===== config.mk =====
export PLATFORM = sky130hd
export DESIGN_NAME = frame_aligner
export DESIGN_NICKNAME = d
export VERILOG_FILES = /design/src/rtl/frame_aligner_pkg.sv /design/src/rtl/frame_lock_sm.sv /design/src/rtl/frame_aligner.sv
export SDC_FILE = /design/constraint.sdc
export NUM_CORES = 1
export LEC_CHECK = 0
export ABC_AREA = 1
export CAP_MARGIN = 10
export CELL_PAD_IN_SITES_DETAIL_PLACEMENT = 1
export CELL_PAD_IN_SITES_GLOBAL_PLACEMENT = 2
export CORE_MARGIN = 8
export CORE_UTILIZATION = 35
export CTS_CLUSTER_SIZE = 16
export DETAILED_ROUTE_END_ITERATION = 12
export DONT_BUFFER_PORTS = 1
export HOLD_SLACK_MARGIN = 0.06
export PLACE_DENSITY_LB_ADDON = 0.1
export RECOVER_POWER = 100
export SLEW_MARGIN = 20
export SYNTH_ARGS = -nofsm -noshare
export SYNTH_HDL_FRONTEND = slang
export SYNTH_SLANG_ARGS = --single-unit

===== constraint.sdc =====
create_clock -name clk -period 1.8 [get_ports clk]
set_input_delay 0.27 -clock clk [delete_from_list [all_inputs] [get_ports clk]]
set_output_delay 0.27 -clock clk [all_outputs]
set_load 0.05 [all_outputs]

===== src/rtl/frame_aligner_pkg.sv =====
// Shared constants and types for the frame aligner.
// Holds the default frame geometry, the sync header, the lock/unlock
// thresholds and the encoding of the lock state machine.
package frame_aligner_pkg;

    // Default frame length in bits
    localparam int DEF_FRAME_W = 40;

    // Width of the sync header at the top of each frame
    localparam int SYNC_W = 16;

    // Default sync header value
    localparam logic [SYNC_W-1:0] DEF_SYNC_PAT = 16'h3C5C;

    // Consecutive good headers needed to lock
    localparam int DEF_GOOD_N = 4;

    // Consecutive bad headers that drop lock
    localparam int DEF_BAD_N = 3;

    // Width of the internal good/bad header counters
    localparam int HDR_CNT_W = 8;

    typedef enum logic [1:0] {
        ST_SEARCH  = 2'd0,
        ST_CONFIRM = 2'd1,
        ST_LOCKED  = 2'd2
    } lock_state_e;

endpackage


===== src/rtl/frame_lock_sm.sv =====
// Frame lock state machine.
// Tracks SEARCH / CONFIRM / LOCKED from the header match result given at
// each frame boundary, and requests window slips while hunting.
// Ports:
//   clk, rst      : clock, synchronous active-high reset
//   enable        : low forces SEARCH and clears the header counters
//   boundary      : current cycle completes a candidate frame
//   match         : candidate header equals the sync pattern
//   slip          : move the frame window by one bit (combinational)
//   lock_lost     : lock dropped at this boundary (combinational)
//   hdr_err       : header mismatch seen while locked (combinational)
//   in_locked     : state register currently holds LOCKED
//   locked        : registered lock indicator
module frame_lock_sm
    import frame_aligner_pkg::*;
#(
    parameter int GOOD_N = DEF_GOOD_N,
    parameter int BAD_N  = DEF_BAD_N
) (
    input  logic clk,
    input  logic rst,
    input  logic enable,
    input  logic boundary,
    input  logic match,
    output logic slip,
    output logic lock_lost,
    output logic hdr_err,
    output logic in_locked,
    output logic locked
);

    lock_state_e            state_q, state_d;
    logic [HDR_CNT_W-1:0]   good_cnt_q, good_cnt_d;
    logic [HDR_CNT_W-1:0]   bad_cnt_q, bad_cnt_d;
    logic                   locked_q, locked_d;

    always_ff @(posedge clk) begin
        if (rst) begin
            state_q    <= ST_SEARCH;
            good_cnt_q <= '0;
            bad_cnt_q  <= '0;
            locked_q   <= 1'b0;
        end else begin
            state_q    <= state_d;
            good_cnt_q <= good_cnt_d;
            bad_cnt_q  <= bad_cnt_d;
            locked_q   <= locked_d;
        end
    end

    always_comb begin
        state_d    = state_q;
        good_cnt_d = good_cnt_q;
        bad_cnt_d  = bad_cnt_q;
        slip       = 1'b0;
        lock_lost  = 1'b0;
        hdr_err    = 1'b0;

        if (!enable) begin
            state_d    = ST_SEARCH;
            good_cnt_d = '0;
            bad_cnt_d  = '0;
        end else if (boundary) begin
            case (state_q)
                ST_SEARCH: begin
                    if (match) begin
                        state_d    = ST_CONFIRM;
                        good_cnt_d = HDR_CNT_W'(1);
                    end else begin
                        slip = 1'b1;
                    end
                end
                ST_CONFIRM: begin
                    if (match) begin
                        if (good_cnt_q + HDR_CNT_W'(1) >= HDR_CNT_W'(GOOD_N)) begin
                            state_d    = ST_LOCKED;
                            good_cnt_d = '0;
                            bad_cnt_d  = '0;
                        end else begin
                            good_cnt_d = good_cnt_q + HDR_CNT_W'(1);
                        end
                    end else begin
                        state_d    = ST_SEARCH;
                        good_cnt_d = '0;
                        slip       = 1'b1;
                    end
                end
                ST_LOCKED: begin
                    if (match) begin
                        bad_cnt_d = '0;
                    end else begin
                        hdr_err = 1'b1;
                        // Losing lock keeps the current phase: the header
                        // may reappear in the same place, so no slip here.
                        if (bad_cnt_q + HDR_CNT_W'(1) >= HDR_CNT_W'(BAD_N)) begin
                            state_d   = ST_SEARCH;
                            bad_cnt_d = '0;
                            lock_lost = 1'b1;
                        end else begin
                            bad_cnt_d = bad_cnt_q + HDR_CNT_W'(1);
                        end
                    end
                end
                default: begin
                    state_d    = ST_SEARCH;
                    good_cnt_d = '0;
                    bad_cnt_d  = '0;
                end
            endcase
        end

        locked_d = (state_d == ST_LOCKED);
    end

    assign in_locked = (state_q == ST_LOCKED);
    assign locked    = locked_q;

endmodule


===== src/rtl/frame_aligner.sv =====
// Frame aligner: finds the frame boundary in an aligned serial bit stream
// by hunting for a fixed sync header, then emits complete frames.
// Ports:
//   clk, rst       : clock, synchronous active-high reset
//   enable         : low forces SEARCH and clears phase and slip count
//   din            : serial data, frame MSB first
//   frame_out      : last complete frame captured while locked
//   frame_valid    : one-cycle pulse when frame_out updates
//   locked         : high while the lock state machine is LOCKED
//   slip_count     : slips since the current search started, mod FRAME_W
//   hdr_err_count  : header mismatches while locked, saturating
module frame_aligner
    import frame_aligner_pkg::*;
#(
    parameter int                FRAME_W  = DEF_FRAME_W,
    parameter logic [SYNC_W-1:0] SYNC_PAT = DEF_SYNC_PAT,
    parameter int                GOOD_N   = DEF_GOOD_N,
    parameter int                BAD_N    = DEF_BAD_N
) (
    input  logic               clk,
    input  logic               rst,
    input  logic               enable,
    input  logic               din,
    output logic [FRAME_W-1:0] frame_out,
    output logic               frame_valid,
    output logic               locked,
    output logic [5:0]         slip_count,
    output logic [15:0]        hdr_err_count
);

    localparam int CNT_W = $clog2(FRAME_W);

    logic [FRAME_W-1:0] sr_q, sr_d;
    logic [CNT_W-1:0]   bit_cnt_q, bit_cnt_d;
    logic [FRAME_W-1:0] frame_out_q, frame_out_d;
    logic               frame_valid_q, frame_valid_d;
    logic [5:0]         slip_count_q, slip_count_d;
    logic [15:0]        hdr_err_count_q, hdr_err_count_d;

    logic [FRAME_W-1:0] candidate;
    logic               boundary;
    logic               match;
    logic               slip;
    logic               lock_lost;
    logic               hdr_err;
    logic               in_locked;

    // The candidate includes the bit arriving this cycle, so a whole frame
    // can be judged on the same edge that completes it.
    assign candidate = {sr_q[FRAME_W-2:0], din};
    assign boundary  = (bit_cnt_q == CNT_W'(FRAME_W - 1));
    assign match     = (candidate[FRAME_W-1 -: SYNC_W] == SYNC_PAT);

    frame_lock_sm #(
        .GOOD_N (GOOD_N),
        .BAD_N  (BAD_N)
    ) u_lock_sm (
        .clk       (clk),
        .rst       (rst),
        .enable    (enable),
        .boundary  (boundary),
        .match     (match),
        .slip      (slip),
        .lock_lost (lock_lost),
        .hdr_err   (hdr_err),
        .in_locked (in_locked),
        .locked    (locked)
    );

    always_ff @(posedge clk) begin
        if (rst) begin
            sr_q            <= '0;
            bit_cnt_q       <= '0;
            frame_out_q     <= '0;
            frame_valid_q   <= 1'b0;
            slip_count_q    <= '0;
            hdr_err_count_q <= '0;
        end else begin
            sr_q            <= sr_d;
            bit_cnt_q       <= bit_cnt_d;
            frame_out_q     <= frame_out_d;
            frame_valid_q   <= frame_valid_d;
            slip_count_q    <= slip_count_d;
            hdr_err_count_q <= hdr_err_count_d;
        end
    end

    // A slip reloads the bit counter with 1 rather than 0, making the next
    // window one bit shorter so it starts one bit earlier in the stream.
    always_comb begin
        sr_d            = candidate;
        bit_cnt_d       = bit_cnt_q + CNT_W'(1);
        frame_out_d     = frame_out_q;
        frame_valid_d   = 1'b0;
        slip_count_d    = slip_count_q;
        hdr_err_count_d = hdr_err_count_q;

        if (!enable) begin
            bit_cnt_d    = '0;
            slip_count_d = '0;
        end else begin
            if (boundary) begin
                bit_cnt_d = slip ? CNT_W'(1) : CNT_W'(0);
            end

            if (lock_lost) begin
                slip_count_d = '0;
            end else if (slip) begin
                slip_count_d = (slip_count_q == 6'(FRAME_W - 1)) ? 6'd0
                                                                 : slip_count_q + 6'd1;
            end

            if (boundary && in_locked) begin
                frame_out_d   = candidate;
                frame_valid_d = 1'b1;
            end

            if (hdr_err && (hdr_err_count_q != 16'hFFFF)) begin
                hdr_err_count_d = hdr_err_count_q + 16'd1;
            end
        end
    end

    assign frame_out     = frame_out_q;
    assign frame_valid   = frame_valid_q;
    assign slip_count    = slip_count_q;
    assign hdr_err_count = hdr_err_count_q;

endmodule

-- Word level (Yosys, flattened, before mapping)
Index checks and enable logic that the tools add are counted.
- flip-flop bits (word level): 127
- bits in latches: 0
- bits in writable memories: 0
- bits in read-only memories: 0
- bits of input ports: 4
- memories: 0
- add/subtract/negate cells: 5
- multipliers: 0
- div/mod/pow operators: 0
- $lt $le $gt $ge: 2
- equal/unequal tests: 10
- shift-type cells: 0
- muxes and demuxes: 33
- bitwise operators: 3
- reductions and logical operators: 10
- operators with widths (cell ; number):
    8-bit two-way mux ; 7
    8-bit one-hot mux with 3 select lines ; 2
    16-bit by 1-bit adder with 16-bit output, second input constant ; 1
    8-bit by 1-bit adder with 8-bit output, second input constant ; 2
    16-bit by 14-bit == test with 1-bit output, second input constant ; 1
    16-bit != test, second input constant ; 1
    1-bit two-way mux ; 14
    2-bit two-way mux ; 7
    6-bit by 1-bit adder with 6-bit output, second input constant ; 2
    6-bit == test, second input constant ; 2
    6-bit two-way mux ; 2
    8-bit by 2-bit greater-or-equal comparator with 1-bit output, second input constant ; 1
    8-bit by 3-bit greater-or-equal comparator with 1-bit output, second input constant ; 1
    2-bit one-hot mux with 3 select lines ; 1
    2-bit == test, second input constant ; 2
    2-bit != test, second input constant ; 2
    2-bit AND reduction ; 2
    4-bit AND reduction ; 1
    2-bit OR reduction ; 2
    1-bit NOT ; 3
    3-bit AND reduction ; 1
    3-bit OR reduction ; 1
    2-bit by 1-bit == test with 1-bit output, second input constant ; 1
    1-bit logical AND ; 2
    other kinds (2) ; 2

-- Depth between registers and ports, before layout
Gate-level depths: netlist (run 1).
- word-level depth: 8
- mapped depth: 14
- mapped depth without buffers: 13

-- Cells and area by module
A second synthesis (run 1) with hierarchy kept.
- cell total of the unflattened synthesis: 670
- area total of the unflattened synthesis: 5152.4 um^2
- by module, submodules not included (module ; instances ; cells each ; area each (um^2) ; seq. area each (um^2)):
    frame_aligner ; 1 ; 508 ; 4045.1 ; 2162.1
    frame_lock_sm ; 1 ; 162 ; 1107.3 ; 380.4

-- Worst setup path before layout (run 1)
No wires, ideal clock.
- kind: reg-to-reg
- start point: register hdr_err_count_q[0], in the netlist hdr_err_count[0]
- end point: register hdr_err_count_q[7], in the netlist hdr_err_count[7]
- library setup time: 0.128 ns
- arrival: 1.928 ns
- setup slack: -0.256 ns
- cell stages (with the launch flop): 12
- path buffers: 0
- cells stage by stage: dfxtp_1 > ha_1 > nand2_1 > inv_1 > nand3_1 > inv_2 > nand2_1 > nor2_1 > inv_1 > nand3_1 > xor2_1 > nor2_1
- cells in the longest elaborated chain, start to end: 3
- elaborated cells on any way between the ends: 4
- classes of those cells: add/sub: 1; eq/ne: 1; reduce/logical: 2
- RTL lines (element ; RTL line ; RTL):
    start, declared ; frame_aligner.sv:38 ; logic [15:0] hdr_err_count_q, hdr_err_count_d;
    start signal, assigned ; frame_aligner.sv:84 ; hdr_err_count_q <= hdr_err_count_d;
    parallel branches: the longest is 3 deep, another holds 16-bit by 1-bit adder with 16-bit output ; n/a ;
Parallel ways; which one is timed is not known.
A chain may end at the register's enable or synchronous reset.

-- Worst setup path in the final report (run 1)
- start point: register bit_cnt_q[1]
- end point: register hdr_err_count_q[7], in the netlist hdr_err_count[7]
- cells in the longest elaborated chain, start to end: 5
- RTL lines (element ; RTL line ; RTL):
    start, declared ; frame_aligner.sv:34 ; logic [CNT_W-1:0] bit_cnt_q, bit_cnt_d;
    start signal, assigned ; frame_aligner.sv:80 ; bit_cnt_q <= bit_cnt_d;
    6-bit == test ; frame_aligner.sv:51 ; assign boundary = (bit_cnt_q == CNT_W'(FRAME_W - 1));
    1-bit two-way mux ; frame_lock_sm.sv:63 ; end else if (boundary) begin
    1-bit two-way mux ; frame_lock_sm.sv:59 ; if (!enable) begin
    1-bit logical AND ; frame_aligner.sv:118 ; if (hdr_err && (hdr_err_count_q != 16'hFFFF)) begin
    2-bit AND reduction (no source line) ; n/a ;
No other way between the ends.

==> impl_metrics.csv, run 1 <==
group,metric,value,unit
outcome,status,"complete, no violations",
critical_path,reg2reg_setup_slack,0.14,ns
yosys,synth-compound-area-share,12.2,%
global_route,grt_pass1_wl,21.9,mm
floorplan,dieArea,18200,µm²
layout,layout.area.seq,2560,µm²
cts,clk_pin_slew,0.06,ns
yosys,yosysSeqAreaShare,51.4,%
layout,num-nets-final,711,
yosys,netlist_instances,641,
cts,cts_buffers,17,
timing,hold_ws,0.0854,ns
floorplan,pin_count,68,
timing,finClkSkew,0.00955,ns
critical_path,crit_fanout,3,
global_route,grt_usage,15.1,%
pwr,ir_drop,0.755,mV
floorplan,die_h,135,µm
routing,dr.pass1.iters,4,
layout,antenna_cells,0,
critical_path,startpoint_type,"register",
yosys,synth_area_per_cell,7.72,µm²
layout,multiInputGateArea,2040,µm²
critical_path,cpPeakStageDelay,0.35,ns
timing,final.min_clock_period,1.66,ns
critical_path,cp-startpoint,"bit_cnt_q[1]$_SDFF_PP0_",
pwr,power,0.00651,W
yosys,synth_area,4950,µm²
cts,clockBufferDepth,2,
routing,postRouteAntennaNets,0,
critical_path,crit_type,"register to register",
global_route,grt_pass1_vias,4431,
routing,drc_errors,0,
floorplan,die_x,135,µm
yosys,synth_top_family_by_area,"simple AND/OR/NAND/NOR gates",
layout,drive_above_1_share,15.8,%
cts,root_buffer,"clkbuf_16",
cts,cts-htree-levels,4,
pwr,leakage,2.49,nW
timing,fmax,0.602,GHz
placed_design,hpwlAfterDp,9.04,mm
flow_run,cap_violations,0,
timing,maxSlewViolCount,0,
placed_design,place_congestion,0.742,
timing,slew_headroom,53.7,%
worst_hold_path,hp-class,"primary input to register",
critical_path,cp_cell_sequence,"ha_2, nand3_2, buf_4, nor3_4, and2_1, nand3_1, xor2_1, nor2_1",
timing,tightest_slew,0.694,ns
timing,hold_viol_final,0,
cts,cts_num_sinks,127,
yosys,synth_warnings,0,
critical_path,cpMaxStageDelayCell,"dfxtp_1",
yosys,synth.area.mux_share,0,%
worst_hold_path,holdCritStartpoint,"rst",
floorplan,num_rows,43,
yosys,post_synth_fa_ha_maj_area_fraction,1.52,%
critical_path,worstSetupEndpointType,"register",
global_route,antenna_found_initial,0,
floorplan,initial_core_util,35.8,%
placed_design,portBuffers,0,
yosys,ys_types,31,
layout,area_growth,26.1,%
routing,via_per_inst,4.81,
timing,setup_viol_count_final,0,
routing,drt_iter0_drc,133,
critical_path,timing.rr.start,"bit_cnt_q[1]$_SDFF_PP0_",
cts,cts_tree,"built",
cts,clk-insertion-delay-late,0.42,ns
pwr,power.density,1040,nW/µm²
timing,fin_crit_sh,92.3,%
floorplan,core_area,13800,µm²
yosys,synth_xor_area_share,3.01,%
global_route,overflow,0,
critical_path,cp.required,2.10,ns
global_route,grt_max_degree,54,
routing,wl_per_cell,14.8,µm
routing,totalWireLength,13.3,mm
yosys,synth-seq-cells,127,
routing,via_count,4300,
yosys,synth_simple_gate_area_share,22.8,%
yosys,synth_nets,651,
critical_path,arrival,1.96,ns
layout,fill_cells,1678,
==> power by group <==
group / total (W) / internal [W] / switching [W]
Sequential: 0.00281 / 0.00281 / 0.00000230
Combinational: 0.0000829 / 0.0000244 / 0.0000585
Clock: 0.00362 / 0.00228 / 0.00134
==> path summary, 6_finish.rpt <==
check                           cells past startpoint                            end
worst max register to register                      8  hdr_err_count[7]$_SDFFE_PP0P_
worst min-delay path                                3  hdr_err_count[2]$_SDFFE_PP0P_
worst min register to register                      2             sr_q[1]$_SDFF_PP0_
worst max-delay path                                8  hdr_err_count[7]$_SDFFE_PP0P_
==> final cells by class <==
type	count	share of cell area [%]
clock inverters	13	2.81
well taps	180	3.61
flip-flops and latches	127	41.1
inverters	94	5.69
repair buffers	64	6.86
clock buffers	19	7.26
multi-input cells	397	32.7
==> metal layers <==
| layer | up-vias | track usage [%] | wire (µm) |
|---|---|---|---|
| li1 | 2171 | - | - |
| met1 | 2058 | 16.6 | 5770 |
| met2 | 55 | 26.0 | 6590 |
| met3 | 16 | 5.31 | 707 |
| met4 | 0 | 6.18 | 199 |
| met5 | - | 0 | 0 |
==> per-stage QoR <==
| stage | setup slack (ns) | TNS [ns] | cells | utilization, % | instance area [µm²] |
|---|---|---|---|---|---|
| final | 0.138 | 0 | 894 | 45.1 | 6240 |
| after global routing | -0.0249 | -0.0320 | 894 | 45.1 | 6240 |
| after CTS | -0.00654 | -0.00654 | 888 | 45.0 | 6220 |
| after detailed placement | -0.0519 | -0.163 | 854 | 40.1 | 5540 |
| after global placement | 0.0476 | 0 | 854 | 40.1 | 5540 |
| after floorplan | 0.0461 | 0 | 641 | - | 4960 |
==> layout by cell type, fill, tap and decap left out, drive strengths merged, types with 2 or more instances in the layout <==
| cell type | netlist | routed |
|---|---|---|
| o21ai | 46 | 46 |
| clkinvlp | 0 | 2 |
| nor3b | 3 | 3 |
| o21bai | 4 | 4 |
| xor2 | 9 | 9 |
| clkinv | 0 | 3 |
| nand4 | 19 | 19 |
| nor2 | 93 | 93 |
| dfxtp | 127 | 127 |
| a21oi | 64 | 64 |
| inv | 94 | 99 |
| clkbuf | 17 | 50 |
| buf | 6 | 32 |
| ha | 6 | 6 |
| xnor2 | 8 | 8 |
| bufinv | 0 | 3 |
| nand2 | 91 | 91 |
| nor3 | 13 | 13 |
| nand3 | 36 | 36 |
==> Yosys cell counts <==
master    count  share of area [%]
buf_2         2               0.20
a21oi_1      64                6.5
nor3b_1       3               0.45
nor3_4        1               0.33
a21o_1        1               0.15
buf_4         2               0.30
nand2_1      89                6.7
nor3_1       11                1.1
nand3_1      34                3.4
inv_2         4               0.30
buf_1         2               0.15
nand2_2       2               0.25
inv_1        90                6.8
nand4_1      19                2.4
dfxtp_1     127                 51
o22ai_1       1               0.13
nor3_2        1               0.20
xor2_1        9                1.6
nand3_2       2               0.40
o21bai_1      4               0.61
o21ai_2       1               0.18
o21ai_1       1               0.10
nor2_4        1               0.23
nor2_1       92                7.0
clkbuf_1     17                1.3
o21ai_0      44                4.4
ha_1          6                1.5
and2_1        1               0.13
xnor2_1       8                1.4
a31oi_1       1               0.13
nand3b_1      1               0.15
==> worst max-delay path, delay by kind of cell (launching register included) <==
family	cells	cell delay (ns)
xor+xnor	1	0.14
fa+ha+maj	1	0.22
buf+inv	1	0.19
flops	1	0.35
simple gates	5	0.63
==> sequential cells by signal, indices dropped and copies added, names as in the netlist <==
signal	flops
bit_cnt_q	6
frame_out	40
frame_valid	1
hdr_err_count	16
slip_count	6
sr_q	39
u_lock_sm.bad_cnt_q	8
u_lock_sm.good_cnt_q	8
u_lock_sm.locked	1
u_lock_sm.state_q	2
==> logic make-up (layout without fill, tap and decap cells) <==
family / count (synthesis) / in the layout
simple gates: 257 / 257
xor+xnor: 17 / 17
compound gates: 117 / 117
flops: 127 / 127
buf+inv: 117 / 190
fa+ha+maj: 6 / 6
==> repair_timing <==
| item | CTS | global route |
|---|---|---|
| pin swaps | 0 | 9 |
| gates resized for setup | 3 | 27 |
| setup buffers | 0 | 6 |
| endpoints found under the setup margin | 16 | 32 |
| hold buffers | 2 | 0 |
| hold endpoints to repair | 54 | 0 |
Note: power is estimated with default switching activity, not from simulation.
==> run 2, diff against run 1 <==
--- a/config.mk
+++ b/config.mk
@@ -20,4 +20,5 @@
 export SLEW_MARGIN = 20
 export SYNTH_ARGS = -nofsm -noshare
 export SYNTH_HDL_FRONTEND = slang
+export SYNTH_HIERARCHICAL = 1
 export SYNTH_SLANG_ARGS = --single-unit
==> constraint.sdc (replaced) <==
create_clock -name clk -period 1.8 [get_ports clk]
set_input_delay 0.27 -clock clk [delete_from_list [all_inputs] [get_ports clk]]
set_output_delay 0.27 -clock clk [all_outputs]
set_load 0.005 [all_outputs]
==> run 2 against run 1 <==
Net effect:
- the run now ends with setup timing left
- routed wire length grew 7.2%
- sequential power is essentially flat
- synthesized area grew 4.1%
- flip-flop and latch count is the same
- critical path depth grew 6
- core utilization grew 0.80 points
- cell count grew 2.9%
- largest cell class unchanged
- largest power group unchanged
- highest routed layer unchanged
==> impl_metrics.csv, run 2 <==
group,metric,value,unit
layout,final_cell_mix,"dfxtp_1, inv_1, nor2_1",
yosys,synth_common_cells,"dfxtp_1, inv_1, nor2_1",
critical_path,crit_fanout,11,
floorplan,num_rows,44,
critical_path,startpoint_type,"register",
yosys,synth_edf_count,0,
timing,final.min_clock_period,1.96,ns
cts,cts_buffers,17,
routing,drt_iter0_drc,96,
timing,maxSlewViolCount,0,
timing,fin_crit_sh,109,%
floorplan,core_area,14500,µm²
timing,timing.final.ws_setup,-0.164,ns
critical_path,worstSetupEndpointType,"register",
pwr,ir_drop,0.662,mV
layout,drive_above_1_share,22.4,%
global_route,grt_pass1_vias,4367,
pwr,power.density,907,nW/µm²
cts,cts_tree,"built",
cts,clk_pin_slew,0.06,ns
cts,clockBufferDepth,2,
layout,num-nets-final,733,
worst_hold_path,hp-class,"primary input to register",
routing,via_per_inst,4.78,
critical_path,arrival,2.27,ns
floorplan,initial_core_util,35.6,%
placed_design,hpwlAfterDp,8.98,mm
yosys,synth-seq-cells,127,
timing,setup_viol_count_final,56,
pwr,power,0.00603,W
floorplan,die_x,137,µm
yosys,ys_types,40,
routing,wl_per_cell,15.5,µm
yosys,synth_top_area_share,49.3,%
floorplan,pin_count,68,
yosys,yosysMostFrequentCell,"dfxtp_1",
timing,hold_ws,0.0963,ns
global_route,antenna_found_initial,0,
outcome,status,"complete, but fails checks",
cts,root_buffer,"clkbuf_16",
timing,finClkSkew,0.00586,ns
layout,post-route-util,45.9,%
floorplan,die_h,137,µm
layout,final_common_cell,"dfxtp_1",
layout,largest_reg_flops,40,
global_route,grt_pass1_wl,21.8,mm
yosys,synth_area,5150,µm²
yosys,yosysSeqAreaShare,49.3,%
timing,fin_tns_setup,-5.44,ns
global_route,overflow,0,
cts,cts_num_sinks,127,
critical_path,cp.required,2.10,ns
placed_design,portBuffers,0,
timing,tightest_slew,0.405,ns
timing,slew_headroom,72.7,%
routing,totalWireLength,14.2,mm
global_route,grt_max_degree,44,
pwr,leakage,2.75,nW
yosys,synth_warnings,6,
cts,cts-htree-levels,4,
routing,dr.pass1.iters,4,
yosys,ys_async_sr_fraction,0,%
yosys,synth-main-ff-cell,"dfxtp_1",
routing,postRouteAntennaNets,0,
placed_design,post-place-ws,-0.115,ns
critical_path,crit_type,"register to register",
floorplan,dieArea,18900,µm²
yosys,netlist_instances,670,
timing,fmax,0.509,GHz
timing,hold_viol_final,0,
routing,via_count,4395,
outcome,violations,"setup timing",
yosys,yosys.area.top_type,"dfxtp_1",
flow_run,cap_violations,0,
cts,clk-insertion-delay-late,0.42,ns
placed_design,place_congestion,0.789,
yosys,synth_area_per_cell,7.69,µm²
layout,antenna_cells,0,
routing,drc_errors,0,
layout,area_growth,29.1,%
global_route,grt_usage,14.8,%
yosys,synth_area_leaders,"dfxtp_1, inv_1, nor2_1",
timing,rsz0062_at_grt,"yes",
yosys,synth_nets,680,
-- run 2: final cells by class --
cell class              instances  area [µm²]
clock inverters                13        91.3
well taps                     184         230
clock buffers                  19         443
fillers                      1737        7830
flip-flops and latches        127        2550
repair buffers                 53         643
multi-input cells             402        2230
inverters                     122         468
-- run 2: kinds of logic after synthesis --
family | count (synthesis) | synth area share, %
xor+xnor | 4 | 0.680
simple gates | 284 | 26.1
flops | 127 | 49.3
compound gates | 107 | 11.0
fa+ha+maj | 6 | 1.46
buf+inv | 142 | 11.3
-- run 2: critical path, cell delays in order (launching register included) --
cell       delay, ns
dfxtp_2         0.36
ha_4            0.16
nand2_4         0.06
inv_4           0.07
nand4_4         0.07
inv_2           0.10
inv_4           0.05
buf_6           0.12
nor4_4          0.15
inv_1           0.11
nor2_4          0.22
clkbuf_16       0.21
nand3_2         0.07
nand2_2         0.08
nor2_2          0.03
-- run 2: final timing paths --
kind / startpoint / endpoint / slack [ns] / cells past startpoint
max: bit_cnt_q[1]$_SDFF_PP0_ / hdr_err_count[15]$_SDFFE_PP0P_ / -0.16 / 14
min reg2reg: sr_q[0]$_SDFF_PP0_ / sr_q[1]$_SDFF_PP0_ / 0.42 / 2
min: rst / u_lock_sm/bad_cnt_q[2]$_SDFFE_PP0P_ / 0.1 / 3
max reg2reg: bit_cnt_q[1]$_SDFF_PP0_ / hdr_err_count[15]$_SDFFE_PP0P_ / -0.16 / 14
-- run 2: where the power goes --
| group | switching, W | internal, W | leakage (nW) |
|---|---|---|---|
| Sequential | 0.00000341 | 0.00282 | 1.02 |
| Combinational | 0.0000692 | 0.0000292 | 1.48 |
| Clock | 0.00132 | 0.00179 | 0.248 |
-- run 2: what timing repair did --
action	in CTS	in global routing
hold endpoints to repair	44	1
hold buffers	2	1
buffers inserted	7	12
cloned	0	10
pin swaps	9	9
gates resized for setup	16	32
endpoints found under the setup margin	26	62
-- run 2: routing by layer --
layer  wire, µm  vias up  global-route usage [%]
li1           -     2211                       -
met1       6130     2099                    16.5
met2       6890       64                    24.5
met3        937       21                    5.91
met4        268        0                    6.40
met5          0        -                       0
-- run 2: stage by stage --
| step | cells | area (µm²) |
|---|---|---|
| after floorplan | 670 | 5210 |
| after global placement | 857 | 5550 |
| after detailed placement | 857 | 5550 |
| after CTS | 898 | 6220 |
| after global routing | 920 | 6650 |
| final | 920 | 6650 |
==> run 3, diff against run 2 <==
--- a/config.mk
+++ b/config.mk
@@ -14,6 +14,7 @@
 export CTS_CLUSTER_SIZE = 16
 export DETAILED_ROUTE_END_ITERATION = 12
 export DONT_BUFFER_PORTS = 1
+export GPL_ROUTABILITY_DRIVEN = 0
 export HOLD_SLACK_MARGIN = 0.06
 export PLACE_DENSITY_LB_ADDON = 0.1
 export RECOVER_POWER = 100
==> results of run 3 <==
No change in the layout: final DEF, timing and power equal those of run 2.
